### src/rtl/seg_scan_arbiter.sv
// Eight-digit multiplexed 7-segment driver: round-robin shared write port into the digit
// buffer, programmable slot timing and a blanking window at the start of every slot.
module seg_scan_arbiter #(
    parameter int unsigned SCAN_DIV  = 50000,
    parameter int unsigned BLANK_CYC = 500
) (
    input  logic       clk,
    input  logic       reset,
    input  logic       a_valid,
    output logic       a_ready,
    input  logic [2:0] a_addr,
    input  logic [7:0] a_data,
    input  logic       b_valid,
    output logic       b_ready,
    input  logic [2:0] b_addr,
    input  logic [7:0] b_data,
    input  logic       blank_all,
    output logic [7:0] segout,
    output logic [2:0] scanout,
    output logic       frame_done
);

    localparam int unsigned     CntW     = (SCAN_DIV > 1) ? $clog2(SCAN_DIV) : 1;
    localparam logic [CntW-1:0] CntLast  = CntW'(SCAN_DIV - 1);
    localparam logic [CntW-1:0] BlankEnd = CntW'(BLANK_CYC);

    typedef enum logic {RrA, RrB} rr_e;

    rr_e             rr_ptr_q, rr_ptr_d;
    logic [CntW-1:0] div_cnt_q, div_cnt_d;
    logic [2:0]      scan_q, scan_d;
    logic            frame_done_q, frame_done_d;
    logic            blank_q;
    logic [7:0]      mem_q [8];

    logic            wrap;
    logic            wr_en;
    logic [2:0]      wr_addr;
    logic [7:0]      wr_data;

    // Arbiter: contention is resolved by rr_ptr, which only advances when both sides asked.
    always_comb begin
        a_ready  = 1'b0;
        b_ready  = 1'b0;
        rr_ptr_d = rr_ptr_q;
        if (!reset) begin
            if (a_valid && b_valid) begin
                if (rr_ptr_q == RrA) begin
                    a_ready  = 1'b1;
                    rr_ptr_d = RrB;
                end else begin
                    b_ready  = 1'b1;
                    rr_ptr_d = RrA;
                end
            end else begin
                a_ready = a_valid;
                b_ready = b_valid;
            end
        end
    end

    always_comb begin
        wr_en   = a_ready || b_ready;
        wr_addr = a_ready ? a_addr : b_addr;
        wr_data = a_ready ? a_data : b_data;
    end

    always_comb begin
        wrap         = (div_cnt_q == CntLast);
        div_cnt_d    = wrap ? '0 : div_cnt_q + CntW'(1);
        scan_d       = wrap ? scan_q + 3'd1 : scan_q;
        // Registered so the pulse lands on the first cycle that actually shows digit 0.
        frame_done_d = wrap && (scan_q == 3'd7);
    end

    always_ff @(posedge clk) begin
        if (reset) begin
            div_cnt_q    <= '0;
            scan_q       <= 3'd0;
            frame_done_q <= 1'b0;
            blank_q      <= 1'b0;
            rr_ptr_q     <= RrA;
            for (int i = 0; i < 8; i++) begin
                mem_q[i] <= 8'hFF;
            end
        end else begin
            div_cnt_q    <= div_cnt_d;
            scan_q       <= scan_d;
            frame_done_q <= frame_done_d;
            blank_q      <= blank_all;
            rr_ptr_q     <= rr_ptr_d;
            if (wr_en) begin
                mem_q[wr_addr] <= wr_data;
            end
        end
    end

    // Driven purely from state, so pin timing never depends on requester inputs.
    assign segout     = (blank_q || (div_cnt_q < BlankEnd)) ? 8'hFF : mem_q[scan_q];
    assign scanout    = scan_q;
    assign frame_done = frame_done_q;

endmodule

### config.mk
export PLATFORM = sky130hd
export DESIGN_NAME = seg_scan_arbiter
export DESIGN_NICKNAME = d
export VERILOG_FILES = /design/src/rtl/seg_scan_arbiter.sv
export SDC_FILE = /design/constraint.sdc
export NUM_CORES = 1
export LEC_CHECK = 0
export CORE_MARGIN = 2
export CORE_UTILIZATION = 40
export CTS_CLUSTER_SIZE = 25
export DETAILED_ROUTE_END_ITERATION = 7
export GPL_TIMING_DRIVEN = 1
export MAX_ROUTING_LAYER = met4
export SLEW_MARGIN = 25
export SYNTH_ARGS = -nofsm -noshare
export SYNTH_HDL_FRONTEND = slang
export SYNTH_SLANG_ARGS = --single-unit
### constraint.sdc
create_clock -name clk -period 3 [get_ports clk]
set_input_delay 0.45 -clock clk [delete_from_list [all_inputs] [get_ports clk]]
set_output_delay 0.45 -clock clk [all_outputs]
set_load 0.005 [all_outputs]
Word level (Yosys, flattened, before mapping):

Memory sizes are Yosys's and may differ from the RTL's. A register that Yosys moved wholly into a read port is not among the register bits.
Index checks and enable logic that the tools add are counted.

* memories: 1
* memory bits (writable): 64
* register bits after elaboration: 22
* input bits: 27
* logic and storage cells: 36
* output and inout bits: 14

* $add $sub $neg: 2
* $lt $le $gt $ge: 1
* multiplexer cells: 19
* reductions and logical operators: 6
* eq/ne operators: 2

Memory list
* mem_q: depth 8, width 8, read ports 1, clocked after memory_dff 1, wr ports 8, line 34 `logic [7:0] mem_q [8];`

Operator list (count)
* $mux 8: 3
* $add 16x1->16 const B: 1
* $eq 16x16->1 const B: 1
* $lt 16x9->1 const B: 1
* $mux 1: 12
* $mux 3: 4
* $reduce_or 8->1: 1
* $add 3x1->3 const B: 1
* $eq 3x3->1 const B: 1
* $logic_and 1x1->1: 2
* $logic_or 1x1->1: 2
* $reduce_or 2->1: 1

Depth between registers and ports, before layout:

* depth after elaboration: 9
* mapped depth: 7
* depth with buffers taken out: 5

Worst setup path before layout:

Ideal clock, no wire load.

* kind: input to register
* start point: input a_valid
* end point: memory mem_q[4][0] (enable)
* slack: 0.823 ns
* setup time: 0.329 ns
* required time: 2.671 ns
* cell stages on the path: 5
* buffers on the path: 1
* arrival time: 1.848 ns
* cell sequence: a21bo_1 -> buf_6 -> or4_4 -> a211oi_4 -> or2_1

RTL lines
* start: declaration: line 9 `input logic a_valid,`
* end: declaration: line 34

Worst setup path after layout:

* start point: register div_cnt_q[4]
* end point: output segout[2]

* longest elaborated chain between the ends: 3

Ends and longest elaborated chain
* start: declaration: line 30 `logic [CntW-1:0] div_cnt_q, div_cnt_d;`
* start signal: assignment: line 87 `div_cnt_q <= div_cnt_d;`
* $lt 16x9->1: line 99 `assign segout = (blank_q || (div_cnt_q < BlankEnd)) ? 8'hFF : mem_q[scan_q];`
* $logic_or 1x1->1: line 99
* $mux 8: line 99
* end: declaration: line 18 `output logic [7:0] segout,`

Every way passes these cells.

==> impl_metrics.ini <==
[hold_path]
whs_endpoint = div_cnt_q[0]$_SDFF_PP0_
holdPathStages = 1
min_path_type = register to register
hp-start = div_cnt_q[0]$_SDFF_PP0_

[clocking]
cts_sinks = 89
cts_buffer_depth = 2
cts-buffers-inserted = 9
insertion_delay_ns = 0.36
root_buffer = clkbuf_8
path_clk_slew_ns = 0.08
cts-htree-levels = 3
tritoncts = done

[global_routing]
grt_pass1_wl_um = 14160
grt_usage_pct = 17.29
grt_max_degree = 17
antenna_found_initial = 0
grt_pass1_vias = 2647
grt_overflow = 0

[place]
dp_hpwl_um = 6327
gp_congestion = 0.7445
dp_worst_setup_slack_ns = 0.2335
port_buffers = 40
place_inst = 510

[sta]
skew_ns = 0.01156
rsz0062_at_grt = false
timing.final.ws_setup_ns = 0.2088
finalHoldViolCount = 0
fmax_mhz = 358.3
slew_violations = 0
tightestPinTransition_ns = 0.6375
fin_crit_ns = 2.791
min_period_over_period_pct = 93.04
maxSlewHeadroom_pct = 57.11
setup_viol = 0
final.setup.tns_ns = 0

[cells_and_area]
antenna_cells = 0
final_cells = 526
mostFrequentLayoutCell = nand2_1
nNetsFinal = 415
final_cell_mix = nand2_1 (79), edfxtp_1 (64), clkdlybuf4s50_1 (40), dfxtp_1 (25), buf_4 (22)
area_delta_synth_final_pct = 20.33
drive_gt1_share_pct = 18.21

[floorplan]
die_y_um = 106.0
core_area_um2 = 10230
fp.dieW_um = 106.0
die_area_um2 = 11230
ios = 41
placementRows = 37
initial_utilization_pct = 40.66

[critical_path]
critPathMaxStageDelay_ns = 0.48
crit_path_start_kind = register
worst_path_max_delay_cell = dfxtp_1
cp.required_ns = 2.55
r2r_cells = 4
crit_path_max_fanout = 8
reg2reg_slack_ns = 0.95
r2r_start = rr_ptr_q$_SDFFE_PP0N_
worstPathCellList = and4_1, o211ai_1, a31oi_2, nand2_1, clkdlybuf4s50_1
arrival_ns = 2.34
cp-end-kind = output port
critical_path_class = register to output port
r2r_end = mem_q[4][3]$_SDFFCE_PN1P_

[synth]
synth-seq-cells = 89
yosys-top-cells-area = edfxtp_1 (46%), dfxtp_1 (12%), mux4_2 (8.7%)
avgSynthCellArea_um2 = 12.72
seq_area_frac_synth_pct = 58.23
synth_top_area_cell = edfxtp_1
synth_edf_count = 64
synth_warnings = 0
synth_flop_cell = edfxtp_1
synth.distinct_cells = 44
synthArstFlopShare_pct = 0
syn_inst = 327
synthesis.area_um2 = 4160
syn_nets = 357
synth_top_cell_area_share_pct = 46.20

[drt]
ant_nets = 0
num_vias = 2693
drt_wl_total_um = 8837
drc_errors = 0
drtIter0Drc = 142
dr.pass1.iters = 7
viasPerCell = 5.120
avgRoutedWirePerCell_um = 16.80

[run_status]
status = finished clean

[pwr]
peakVddDrop_uv = 235.4
p_leak_nw = 1.457
powerDensity_nw_per_um2 = 462.5

[job]
maxCapViolations = 0
-- final cells by class --
class                           instances  area, um2
Clock inverter                          4      27.53
Timing Repair Buffer                   62      565.5
Sequential cell                        89       2422
Inverter                                5      18.77
Fill cell                             933       5225
Multi-Input combinational cell        218       1645
Clock buffer                           12      156.4
Tap cell                              136      170.2
-- worst max-delay path: cells and delay by family, from the launching register on --
family | cells | cell delay [ns]
buffers and inverters | 1 | 0.47
flip-flops | 1 | 0.48
AND/OR/NAND/NOR | 2 | 0.43
AO/OA/AOI/OAI | 2 | 0.61
-- through the flow --
| stage | instance area (um2) | total power, mW | util (%) | hold slack (ns) |
|---|---|---|---|---|
| 6_report | 5006 | 2.316 | 48.93 | 0.4852 |
| 5_1_grt | 5006 | 2.399 | 48.93 | 0.5167 |
| 4_1_cts | 5006 | 2.334 | 48.93 | 0.4855 |
| 3_5_place_dp | 4816 | 1.584 | 47.07 | 0.4643 |
| 3_3_place_gp | 4816 | 1.581 | 47.07 | 0.4534 |
| 2_1_floorplan | 4160 | 1.485 | - | 0.4332 |
-- metal layers --
| metal | share of wire (%) | routed length (um) | GRT usage [%] |
|---|---|---|---|
| met2 | 46 | 4090 | 25.85 |
| met1 | 48 | 4206 | 23.76 |
| met3 | 5.1 | 447 | 2.943 |
| met4 | 1.0 | 91 | 6.767 |
| met5 | 0 | 0 | - |
-- where the power goes --
group | leakage, nW | switching [mW] | internal (mW) | total, mW
Clock | 0.0955 | 0.409 | 0.352 | 0.762
Sequential | 0.694 | 0.0117 | 1.34 | 1.35
Combinational | 0.667 | 0.113 | 0.0856 | 0.199
-- cell usage after synthesis, drive strengths merged, types with 3 or more instances --
library cell	number
a211oi	8
and4	5
buf	10
clkbuf	5
dfxtp	25
edfxtp	64
ha	3
inv	5
mux2i	18
mux4	16
nand2	79
nand3	3
nand4	8
nor2	22
nor2b	3
nor3	3
o21ai	4
or2	8
or4	3
xnor2	7
xor2	8
-- state kept, by name (all words and copies together), names as in the netlist, named ones only --
name        flops
blank_q         1
div_cnt_q      16
frame_done      1
mem_q          64
rr_ptr_q        1
scanout         3
-- repair_timing --
item                                    4_1_cts  5_1_grt
endpoints found under the setup margin        6        0
buffers inserted                              0        0
resized for setup                             1        0
hold buffers                                  0        0
-- cell families after synthesis --
family / after synthesis / share of synthesized area, %
XOR/XNOR: 15 / 3.158
multiplexers: 34 / 12.99
buffers and inverters: 20 / 2.376
flip-flops: 89 / 58.23
adder cells (fa/ha/maj): 3 / 0.9024
AND/OR/NAND/NOR: 146 / 16.90
AO/OA/AOI/OAI: 20 / 5.444
-- how the worst max path moves through the flow --
stage,end,start,cells past startpoint,slack (ns)
floorplan,mem_q[4][0]$_SDFFCE_PN1P_,a_valid,5,0.82
detailed placement,mem_q[5][7]$_SDFFCE_PN1P_,b_valid,5,0.23
global placement,mem_q[4][7]$_SDFFCE_PN1P_,b_valid,5,0.28
CTS,segout[2],register,5,0.14
global route,segout[1],div_cnt_q[10]$_SDFF_PP0_,4,0.02
finish,segout[2],div_cnt_q[4]$_SDFF_PP0_,5,0.21
Note: power is estimated with default switching activity, not from simulation.
